--- src/rtl/sync_vg_shadow.sv ---
// sync_vg_shadow: parametrised video timing generator with a shadowed,
// frame-boundary-applied configuration set behind a valid/ready port.
// Optional feature macro: SYNC_VG_SHADOW_INTERLACE_EN (interlaced formats).
module sync_vg_shadow #(
    parameter int unsigned X_BITS = 12,
    parameter int unsigned Y_BITS = 12
) (
    input  logic              clk,
    input  logic              reset,
    input  logic              cfg_valid,
    output logic              cfg_ready,
    input  logic [X_BITS-1:0] cfg_h_total,
    input  logic [X_BITS-1:0] cfg_h_fp,
    input  logic [X_BITS-1:0] cfg_h_sync,
    input  logic [X_BITS-1:0] cfg_h_bp,
    input  logic [Y_BITS-1:0] cfg_v_total_0,
    input  logic [Y_BITS-1:0] cfg_v_fp_0,
    input  logic [Y_BITS-1:0] cfg_v_sync_0,
    input  logic [Y_BITS-1:0] cfg_v_bp_0,
    input  logic [Y_BITS-1:0] cfg_v_total_1,
    input  logic [Y_BITS-1:0] cfg_v_fp_1,
    input  logic [Y_BITS-1:0] cfg_v_sync_1,
    input  logic [Y_BITS-1:0] cfg_v_bp_1,
    input  logic [X_BITS-1:0] cfg_hv_offset_0,
    input  logic [X_BITS-1:0] cfg_hv_offset_1,
    input  logic              cfg_hs_pol,
    input  logic              cfg_vs_pol,
    input  logic              cfg_interlaced,
    output logic              cfg_applied,
    output logic              cfg_err,
    output logic              hs_out,
    output logic              vs_out,
    output logic              de_out,
    output logic              field_out,
    output logic              frame_start,
    output logic              line_start,
    output logic [X_BITS-1:0] h_count_out,
    output logic [Y_BITS:0]   v_count_out,
    output logic [X_BITS-1:0] x_out,
    output logic [Y_BITS:0]   y_out
);

    // One extra bit keeps porch sums from wrapping in the DE window compares.
    localparam int unsigned XW = X_BITS + 1;
    localparam int unsigned YW = Y_BITS + 1;

    typedef struct packed {
        logic [X_BITS-1:0] h_total, h_fp, h_sync, h_bp;
        logic [Y_BITS-1:0] v_total_0, v_fp_0, v_sync_0, v_bp_0;
        logic [X_BITS-1:0] hv_offset_0;
        logic              hs_pol, vs_pol;
`ifdef SYNC_VG_SHADOW_INTERLACE_EN
        logic [Y_BITS-1:0] v_total_1, v_fp_1, v_sync_1, v_bp_1;
        logic [X_BITS-1:0] hv_offset_1;
        logic              interlaced;
`endif
    } timing_t;

    typedef enum logic [1:0] {S_IDLE, S_PEND, S_DONE} state_t;

    timing_t           cfg_in, act, shadow;
    state_t            state, state_d;
    logic              cfg_bad, accept, apply;
    logic [X_BITS-1:0] h_count, cur_hv_offset, x_c;
    logic [Y_BITS-1:0] v_count, cur_v_total, cur_v_fp, cur_v_sync, cur_v_bp, y_line;
    logic              field, il, vs_hold, vs_act, hs_act, de_c;
    logic              h_last, v_last, frame_end;
    logic [XW-1:0]     h_lo;
    logic [YW-1:0]     v_lo, v_count_full, y_c;

    // Pack the configuration inputs and flag sets with a degenerate total.
    always_comb begin
        cfg_in             = '0;
        cfg_in.h_total     = cfg_h_total;
        cfg_in.h_fp        = cfg_h_fp;
        cfg_in.h_sync      = cfg_h_sync;
        cfg_in.h_bp        = cfg_h_bp;
        cfg_in.v_total_0   = cfg_v_total_0;
        cfg_in.v_fp_0      = cfg_v_fp_0;
        cfg_in.v_sync_0    = cfg_v_sync_0;
        cfg_in.v_bp_0      = cfg_v_bp_0;
        cfg_in.hv_offset_0 = cfg_hv_offset_0;
        cfg_in.hs_pol      = cfg_hs_pol;
        cfg_in.vs_pol      = cfg_vs_pol;
        cfg_bad = (cfg_h_total < X_BITS'(2)) || (cfg_v_total_0 < Y_BITS'(2));
`ifdef SYNC_VG_SHADOW_INTERLACE_EN
        cfg_in.v_total_1   = cfg_v_total_1;
        cfg_in.v_fp_1      = cfg_v_fp_1;
        cfg_in.v_sync_1    = cfg_v_sync_1;
        cfg_in.v_bp_1      = cfg_v_bp_1;
        cfg_in.hv_offset_1 = cfg_hv_offset_1;
        cfg_in.interlaced  = cfg_interlaced;
        if (cfg_interlaced && (cfg_v_total_1 < Y_BITS'(2))) begin
            cfg_bad = 1'b1;
        end
`endif
    end

`ifndef SYNC_VG_SHADOW_INTERLACE_EN
    logic unused_field1;
    assign unused_field1 = ^{cfg_v_total_1, cfg_v_fp_1, cfg_v_sync_1, cfg_v_bp_1,
                             cfg_hv_offset_1, cfg_interlaced};
`endif

    // Select the vertical set of the current field; field 0 ends in v_fp_1.
    always_comb begin
        il            = 1'b0;
        cur_v_total   = act.v_total_0;
        cur_v_fp      = act.v_fp_0;
        cur_v_sync    = act.v_sync_0;
        cur_v_bp      = act.v_bp_0;
        cur_hv_offset = act.hv_offset_0;
`ifdef SYNC_VG_SHADOW_INTERLACE_EN
        il = act.interlaced;
        if (il) begin
            if (field) begin
                cur_v_total   = act.v_total_1;
                cur_v_sync    = act.v_sync_1;
                cur_v_bp      = act.v_bp_1;
                cur_hv_offset = act.hv_offset_1;
            end else begin
                cur_v_fp = act.v_fp_1;
            end
        end
`endif
    end

    assign h_last    = (h_count == act.h_total - X_BITS'(1));
    assign v_last    = (v_count == cur_v_total - Y_BITS'(1));
    assign frame_end = h_last && v_last && (!il || field);
    assign accept    = cfg_valid && cfg_ready;

    // Shadow handshake state register.
    always_ff @(posedge clk) begin
        if (reset) state <= S_IDLE;
        else       state <= state_d;
    end

    // Shadow handshake next state: idle -> pending -> applied -> idle.
    always_comb begin
        state_d = state;
        apply   = 1'b0;
        case (state)
            S_IDLE: if (accept && !cfg_bad) state_d = S_PEND;
            S_PEND: if (frame_end) begin
                state_d = S_DONE;
                apply   = 1'b1;
            end
            S_DONE: state_d = S_IDLE;
            default: state_d = S_IDLE;
        endcase
    end

    // Active/shadow sets and handshake outputs; reset reloads from the inputs.
    always_ff @(posedge clk) begin
        if (reset) begin
            act         <= cfg_in;
            shadow      <= '0;
            cfg_ready   <= 1'b0;
            cfg_applied <= 1'b0;
            cfg_err     <= 1'b0;
        end else begin
            if (apply) act <= shadow;
            if (accept && !cfg_bad) shadow <= cfg_in;
            cfg_ready   <= (state_d == S_IDLE);
            cfg_applied <= apply;
            cfg_err     <= accept && cfg_bad;
        end
    end

    // Raster counters and field; applying a new set always restarts in field 0.
    always_ff @(posedge clk) begin
        if (reset) begin
            h_count <= '0;
            v_count <= '0;
            field   <= 1'b0;
        end else if (h_last) begin
            h_count <= '0;
            if (v_last) begin
                v_count <= '0;
                if (apply)   field <= 1'b0;
                else if (il) field <= ~field;
                else         field <= 1'b0;
            end else begin
                v_count <= v_count + Y_BITS'(1);
            end
        end else begin
            h_count <= h_count + X_BITS'(1);
        end
    end

    // Sync, DE window and active coordinates from the current counters.
    always_comb begin
        hs_act = (h_count < act.h_sync);
        if ((v_count == '0) && (h_count == cur_hv_offset))              vs_act = 1'b1;
        else if ((v_count == cur_v_sync) && (h_count == cur_hv_offset)) vs_act = 1'b0;
        else                                                            vs_act = vs_hold;
        h_lo = XW'(act.h_sync) + XW'(act.h_bp);
        v_lo = YW'(cur_v_sync) + YW'(cur_v_bp);
        de_c = (XW'(h_count) >= h_lo)
            && (XW'(h_count) + XW'(act.h_fp) < XW'(act.h_total))
            && (YW'(v_count) >= v_lo)
            && (YW'(v_count) + YW'(cur_v_fp) < YW'(cur_v_total));
        x_c    = h_count - X_BITS'(h_lo);
        y_line = v_count - Y_BITS'(v_lo);
        y_c    = il ? {y_line, field} : {1'b0, y_line};
        v_count_full = field ? (YW'(v_count) + YW'(act.v_total_0)) : YW'(v_count);
    end

    // Registered timing outputs, one cycle behind the counters.
    always_ff @(posedge clk) begin
        if (reset) begin
            vs_hold     <= 1'b0;
            hs_out      <= 1'b0;
            vs_out      <= 1'b0;
            de_out      <= 1'b0;
            field_out   <= 1'b0;
            frame_start <= 1'b0;
            line_start  <= 1'b0;
            h_count_out <= '0;
            v_count_out <= '0;
            x_out       <= '0;
            y_out       <= '0;
        end else begin
            vs_hold     <= vs_act;
            hs_out      <= hs_act ~^ act.hs_pol;
            vs_out      <= vs_act ~^ act.vs_pol;
            de_out      <= de_c;
            field_out   <= field;
            frame_start <= (h_count == '0) && (v_count == '0) && !field;
            line_start  <= (h_count == '0);
            h_count_out <= h_count;
            v_count_out <= v_count_full;
            x_out       <= de_c ? x_c : '0;
            y_out       <= de_c ? y_c : '0;
        end
    end

endmodule

--- config.mk ---
export PLATFORM = sky130hd
export DESIGN_NAME = sync_vg_shadow
export DESIGN_NICKNAME = d
export VERILOG_FILES = /design/src/rtl/sync_vg_shadow.sv
export SDC_FILE = /design/constraint.sdc
export NUM_CORES = 1
export LEC_CHECK = 0
export ABC_AREA = 1
export ABC_CLOCK_PERIOD_IN_PS = 4200
export CAP_MARGIN = 20
export CORE_MARGIN = 3
export CORE_UTILIZATION = 58
export CTS_CLUSTER_DIAMETER = 80
export DETAILED_ROUTE_END_ITERATION = 10
export DONT_BUFFER_PORTS = 1
export PLACE_DENSITY = 0.76
export SETUP_SLACK_MARGIN = 0.02
export SLEW_MARGIN = 0
export SYNTH_ARGS = -nofsm -noshare
export SYNTH_HDL_FRONTEND = slang
export SYNTH_SLANG_ARGS = --single-unit
--- constraint.sdc ---
create_clock -name clk -period 4.2 [get_ports clk]
set_input_delay 0 -clock clk [delete_from_list [all_inputs] [get_ports clk]]
set_output_delay 0 -clock clk [all_outputs]
set_load 0.005 [all_outputs]
======== Word-level counts from Yosys, hierarchy flattened ========
Index checks and enable logic that the tools add are counted.
word-level totals
  logic and storage cells ................. 93
  register bits after elaboration ......... 304
  input bits .............................. 174
cells by class
  bitwise operators ....................... 3
  order comparisons ....................... 7
  add/subtract/negate cells ............... 10
  eq/ne operators ......................... 5
  reduce and logical (&&, ||, !) cells .... 19
  muxes and demuxes ....................... 10
operator list
  operator                                             count
  2-to-1 mux 110 bit                                   2
  adder 12 x 12 -> 13 bit                              4
  == test 12 bit                                       4
  greater-or-equal comparator 12 x 13 -> 1 bit         2
  < comparator 13 x 12 -> 1 bit                        2
  adder 12 x 1 -> 12 bit, second input constant        2
  zero test 12 bit                                     2
  < comparator 12 x 2 -> 1 bit, second input constant  2
  subtractor 12 x 1 -> 12 bit, second input constant   2
  subtractor 12 bit                                    2
  < comparator 12 bit                                  1
  2-to-1 mux 12 bit                                    1
  logical AND 1 bit                                    10
  zero test 2 bit                                      2
  2-to-1 mux 1 bit                                     4
  2-to-1 mux 2 bit                                     2
  case mux 2 bit (2 select lines)                      1
  OR reduction 2 bit                                   2
  == test 2 x 1 -> 1 bit, second input constant        1
  nonzero test 2 bit                                   1
  XNOR 1 bit                                           2
  zero test 1 bit                                      1
  logical OR 1 bit                                     1
  NOT 1 bit                                            1

======== Logic depth before layout (Yosys ltp) ========
  depth after elaboration ................. 7
  gate-level depth with buffers ........... 22
  gate-level depth less buffers ........... 21

======== Worst setup path before layout ========
OpenSTA, ideal clock, no wires.
  path kind ............................... reg-to-reg
  start ................................... register act (netlist bit cur_v_total[0])
  end ..................................... register act[0] (netlist name), enable pin
  setup slack ............................. -287 ps
  setup time .............................. 473 ps
  buffers on the path ..................... 0
  arrival time ............................ 4014 ps
  cell stages (with the launch flop) ...... 12
  cell sequence ........................... edfxtp_1 > inv_1 > ha_1 > nand2_2 > nor2_2 > xor2_1 > nand3_1 > nor2_1 > nand3_2 > nor2_1 > nand2_1 > nand2_1
between the ends
  cells in the longest elaborated chain, start to end .. 6
ends and longest elaborated chain
  what                                 RTL line  text
  start, declared                      61        timing_t cfg_in, act, shadow;
  start signal, assigned               157       act <= cfg_in;
  start signal, assigned               163       if (apply) act <= shadow;
  subtractor 12 x 1 -> 12 bit          129       assign v_last = (v_count == cur_v_total - Y_BITS'(1));
  == test 12 bit                       129
  logical AND 1 bit                    130       assign frame_end = h_last && v_last && (!il || field);
  2-to-1 mux 1 bit                     145       S_PEND: if (frame_end) begin
  2-to-1 mux 1 bit                     143       case (state)
  nonzero test 2 bit (no source line)  --
No other way between the ends.
A chain may end at the register's enable or synchronous reset.

======== Final worst setup path ========
  start ................................... register h_count[1]
  end ..................................... register x_out[10]
between the ends
  cells in the longest elaborated chain, start to end .. 7
  elaborated cells on any way between the ends .. 9
ends and longest elaborated chain
  what                                 RTL line  text
  start, declared                      64        logic [X_BITS-1:0] h_count, cur_hv_offset, x_c;
  start signal, assigned               188       h_count <= h_count + X_BITS'(1);
  adder 12 x 12 -> 13 bit              201       && (XW'(h_count) + XW'(act.h_fp) < XW'(act.h_total))
  < comparator 13 x 12 -> 1 bit        201
  logical AND 1 bit                    201
  logical AND 1 bit                    202       && (YW'(v_count) >= v_lo)
  logical AND 1 bit                    203       && (YW'(v_count) + YW'(cur_v_fp) < YW'(cur_v_total));
  NOT 1 bit (no source line)           --
  OR reduction 2 bit (no source line)  --
  end signal, assigned                 234       x_out <= de_c ? x_c : '0;
  end, declared                        39        output logic [X_BITS-1:0] x_out,
Parallel ways exist; a longest one is shown, timed or not.

==> impl_metrics.toml <==
[run_status]
status = "complete, no violations"

[timing]
fin_crit_sh_pct = 84.75
setup_viol = 0
hold_violations = 0
tightest_slew_ns = 0.9572
skew_ns = 0.01135
clock.fmax_ghz = 0.2809
setup_tns_ns = 0
rsz0062_at_grt = "no"
slew-limit-headroom_pct = 35.60
layout_min_cycle_time_ns = 3.559
drv_slew = 0

[yosys]
yosys_register_bits = 303
synth_ff_type = "dfxtp_1"
synth_top_area_cell = "dfxtp_1"
synth_common_cells = "nand2_1, nor2_1, dfxtp_1, a21oi_1, inv_1"
synth_edf_count = 110
ys_top_cells_by_area = "dfxtp_1, edfxtp_1, nand2_1, ha_1, nor2_1"
netlist_instances = 2073
postSynth.asyncResetShare_pct = 0
synth_top_area_share_pct = 23.68
synth_area_per_cell_sq_um = 7.872
yosysWarnings = 0
synth-seq-area-share_pct = 43.92
synth.most_common_cell = "nand2_1"
syn_area_sq_um = 16320
synth_cell_types = 49

[global_routing]
grt_overflow_total = 0
gr-usage-met3_pct = 4.249
grt_pass1_wl_um = 69210
antenna_found_initial = 0
gr-usage-all-layers_pct = 28.09
use_met2_pct = 44.45
grt-busiest-layer = "met2"
grt_max_degree = 150
grt_pass1_vias = 13450
use_met1_pct = 40.26

[clocking]
tritoncts = "built"
h-tree-depth = 1
clk_pin_slew_worst_paths_ns = 0.06
root_buffer = "clkbuf_16"
numCtsBuffers = 31
clockBufferDepth = 3
postCtsSetupBuffers = 0
cts_resized = 0
clk-insertion-delay-late_ns = 0.57
clock-sinks = 303

[floorplan]
die_area_sq_um = 30190
initial_utilization_pct = 59.72
die_w_um = 173.7
num_rows = 60
core_sq_um = 27330
die_h_um = 173.7
io-pin-count = 233

[finish]
fillerInstances = 2221
multi_input_area_sq_um = 8193
diodes = 0
stdcell_area_sq_um = 18790
fin_nets = 2464
drive_above_1_share_pct = 5.641
ff_latch_area_sq_um = 7167
area_growth_pct = 15.14

[routing]
routedWlPerCell_um = 16.81
wirelength_um = 43210
drtIter0Drc = 1264
drtPass1Iterations = 7
route.detailed.drc = 0
final_antenna_net_count = 0
avgViaCountPerCell = 5.457
vias = 14030

[setup_path]
reg2reg_slack_ns = 0.64
critPathRequiredTime_ns = 4.69
startpoint = "h_count[1]"
cp-endpoint = "x_out[10]"
cp-end-kind = "flop"
r2r_start = "h_count[1]"
cp.arrival_ns = 4.05
r2r_cells = 20
crit_path_start_kind = "flop"
reg2reg_to = "x_out[10]"
crit_type = "flop to flop"
crit_fanout = 13

[hold_path]
hold_path.class = "input pin to flop"
holdPathStages = 3

[placement]
postPlaceCellArea_sq_um = 16650
hpwl_um = 30070
globalplace.congestion = 0.9412
port-buffer-count = 0

[power_and_ir_drop]
ir_worst_vdd_mv = 0.3766
p_leak_uw = 0.008783
power.density_nw_per_um2 = 380.4

[job]
max_cap_viol_count = 0
==> how the worst min path moves through the flow <==
| stage | from | endpoint | slack [ns] |
|---|---|---|---|
| global route | cfg_valid | shadow[31] | 0.1 |
| finish | cfg_valid | shadow[31] | 0.08 |
| global placement | reset | vs_hold | 0.11 |
| detailed placement | reset | vs_hold | 0.12 |
| CTS | cfg_valid | shadow[31] | 0.02 |
| floorplan | cfg_valid | cfg_err | 0.15 |
==> cells by family (layout without fill, tap and decap cells) <==
| group | after synthesis | count (layout) | share of synthesized area (%) |
|---|---|---|---|
| simple gates | 1062 | 1062 | 27.13 |
| buf+inv | 243 | 366 | 6.049 |
| other cells | 1 | 3 | 0.02298 |
| fa+ha+maj | 117 | 117 | 9.246 |
| xor+xnor | 109 | 109 | 5.850 |
| flops | 303 | 303 | 43.92 |
| compound gates | 238 | 238 | 7.790 |
==> sequential cells by signal, indices dropped and copies added, names as in the netlist, 2 cells and up <==
signal	cells
state	2
shadow	110
v_count	12
cur_hv_offset	12
x_out	12
v_count_out	12
cur_v_sync	12
h_count	12
act	50
y_out	12
cur_v_fp	12
cur_v_bp	12
cur_v_total	12
h_count_out	12
==> cells in the final DEF (no fill, tap or decap), drive strengths merged, types with 7 or more instances in the layout <==
| cell | instances |
|---|---|
| a21oi | 179 |
| a31oi | 10 |
| buf | 22 |
| clkbuf | 45 |
| clkinv | 11 |
| dfxtp | 193 |
| dlygate4sd3 | 116 |
| edfxtp | 110 |
| ha | 111 |
| inv | 170 |
| nand2 | 629 |
| nand3 | 85 |
| nand3b | 7 |
| nand4 | 24 |
| nor2 | 279 |
| nor3 | 26 |
| o21ai | 26 |
| xnor2 | 52 |
| xor2 | 57 |
==> final cells by class <==
class / instances / share of cell area, %
inverter: 170 / 3.403
clock inverter: 13 / 0.3995
tap: 372 / 2.477
multi-input combinational: 1529 / 43.60
clock buffer: 45 / 4.681
sequential: 303 / 38.14
timing repair buffer: 138 / 7.298
==> stage by stage <==
stage / utilization (%) / std cells / power, uW / setup slack, ns / hold slack [ns]
2_1_floorplan: - / 2075 / 4208 / 0.7942 / 0.1483
3_3_place_gp: 60.92 / 2395 / 4419 / 0.7714 / 0.1072
3_5_place_dp: 60.92 / 2395 / 4447 / 0.7220 / 0.1213
4_1_cts: 68.76 / 2570 / 7155 / 0.6535 / 0.02055
5_1_grt: 68.76 / 2570 / 7449 / 0.3154 / 0.09755
6_report: 68.76 / 2570 / 7147 / 0.6406 / 0.07617
==> where the power goes <==
group          internal [uW]  total [uW]  switching [uW]  leakage, uW
combinational            465        1200             736      0.00563
sequential              3240        3340            96.1      0.00269
clock                   1450        2610            1160     0.000467
==> timing repair <==
action,4_1_cts,5_1_grt
hold buffers,117,0
setup endpoints to repair,0,0
hold endpoints to repair,260,0
==> worst max-delay path, stage by stage, from the launching register on <==
cell     delay [ns]
dfxtp_1        0.62
inv_1          0.21
fa_1           0.49
o21ai_2        0.24
nand2_1        0.07
nand3_1        0.10
a31oi_1        0.12
xor2_1         0.16
ha_1           0.30
nand2_1        0.07
nand2_1        0.04
nand2_1        0.09
nand2_1        0.06
nor2_1         0.09
nand2_1        0.05
nor2_1         0.10
nand4_1        0.08
nor2_1         0.14
nand4_2        0.09
buf_4          0.22
nor2_1         0.14
==> metal layers <==
layer / up-vias / share of wire [%]
met2: 543 / 45
met4: 0 / 2.8
met3: 94 / 7.1
li1: 6910 / -
met1: 6478 / 45
met5: - / 0
(Power assumes the default switching activity.)
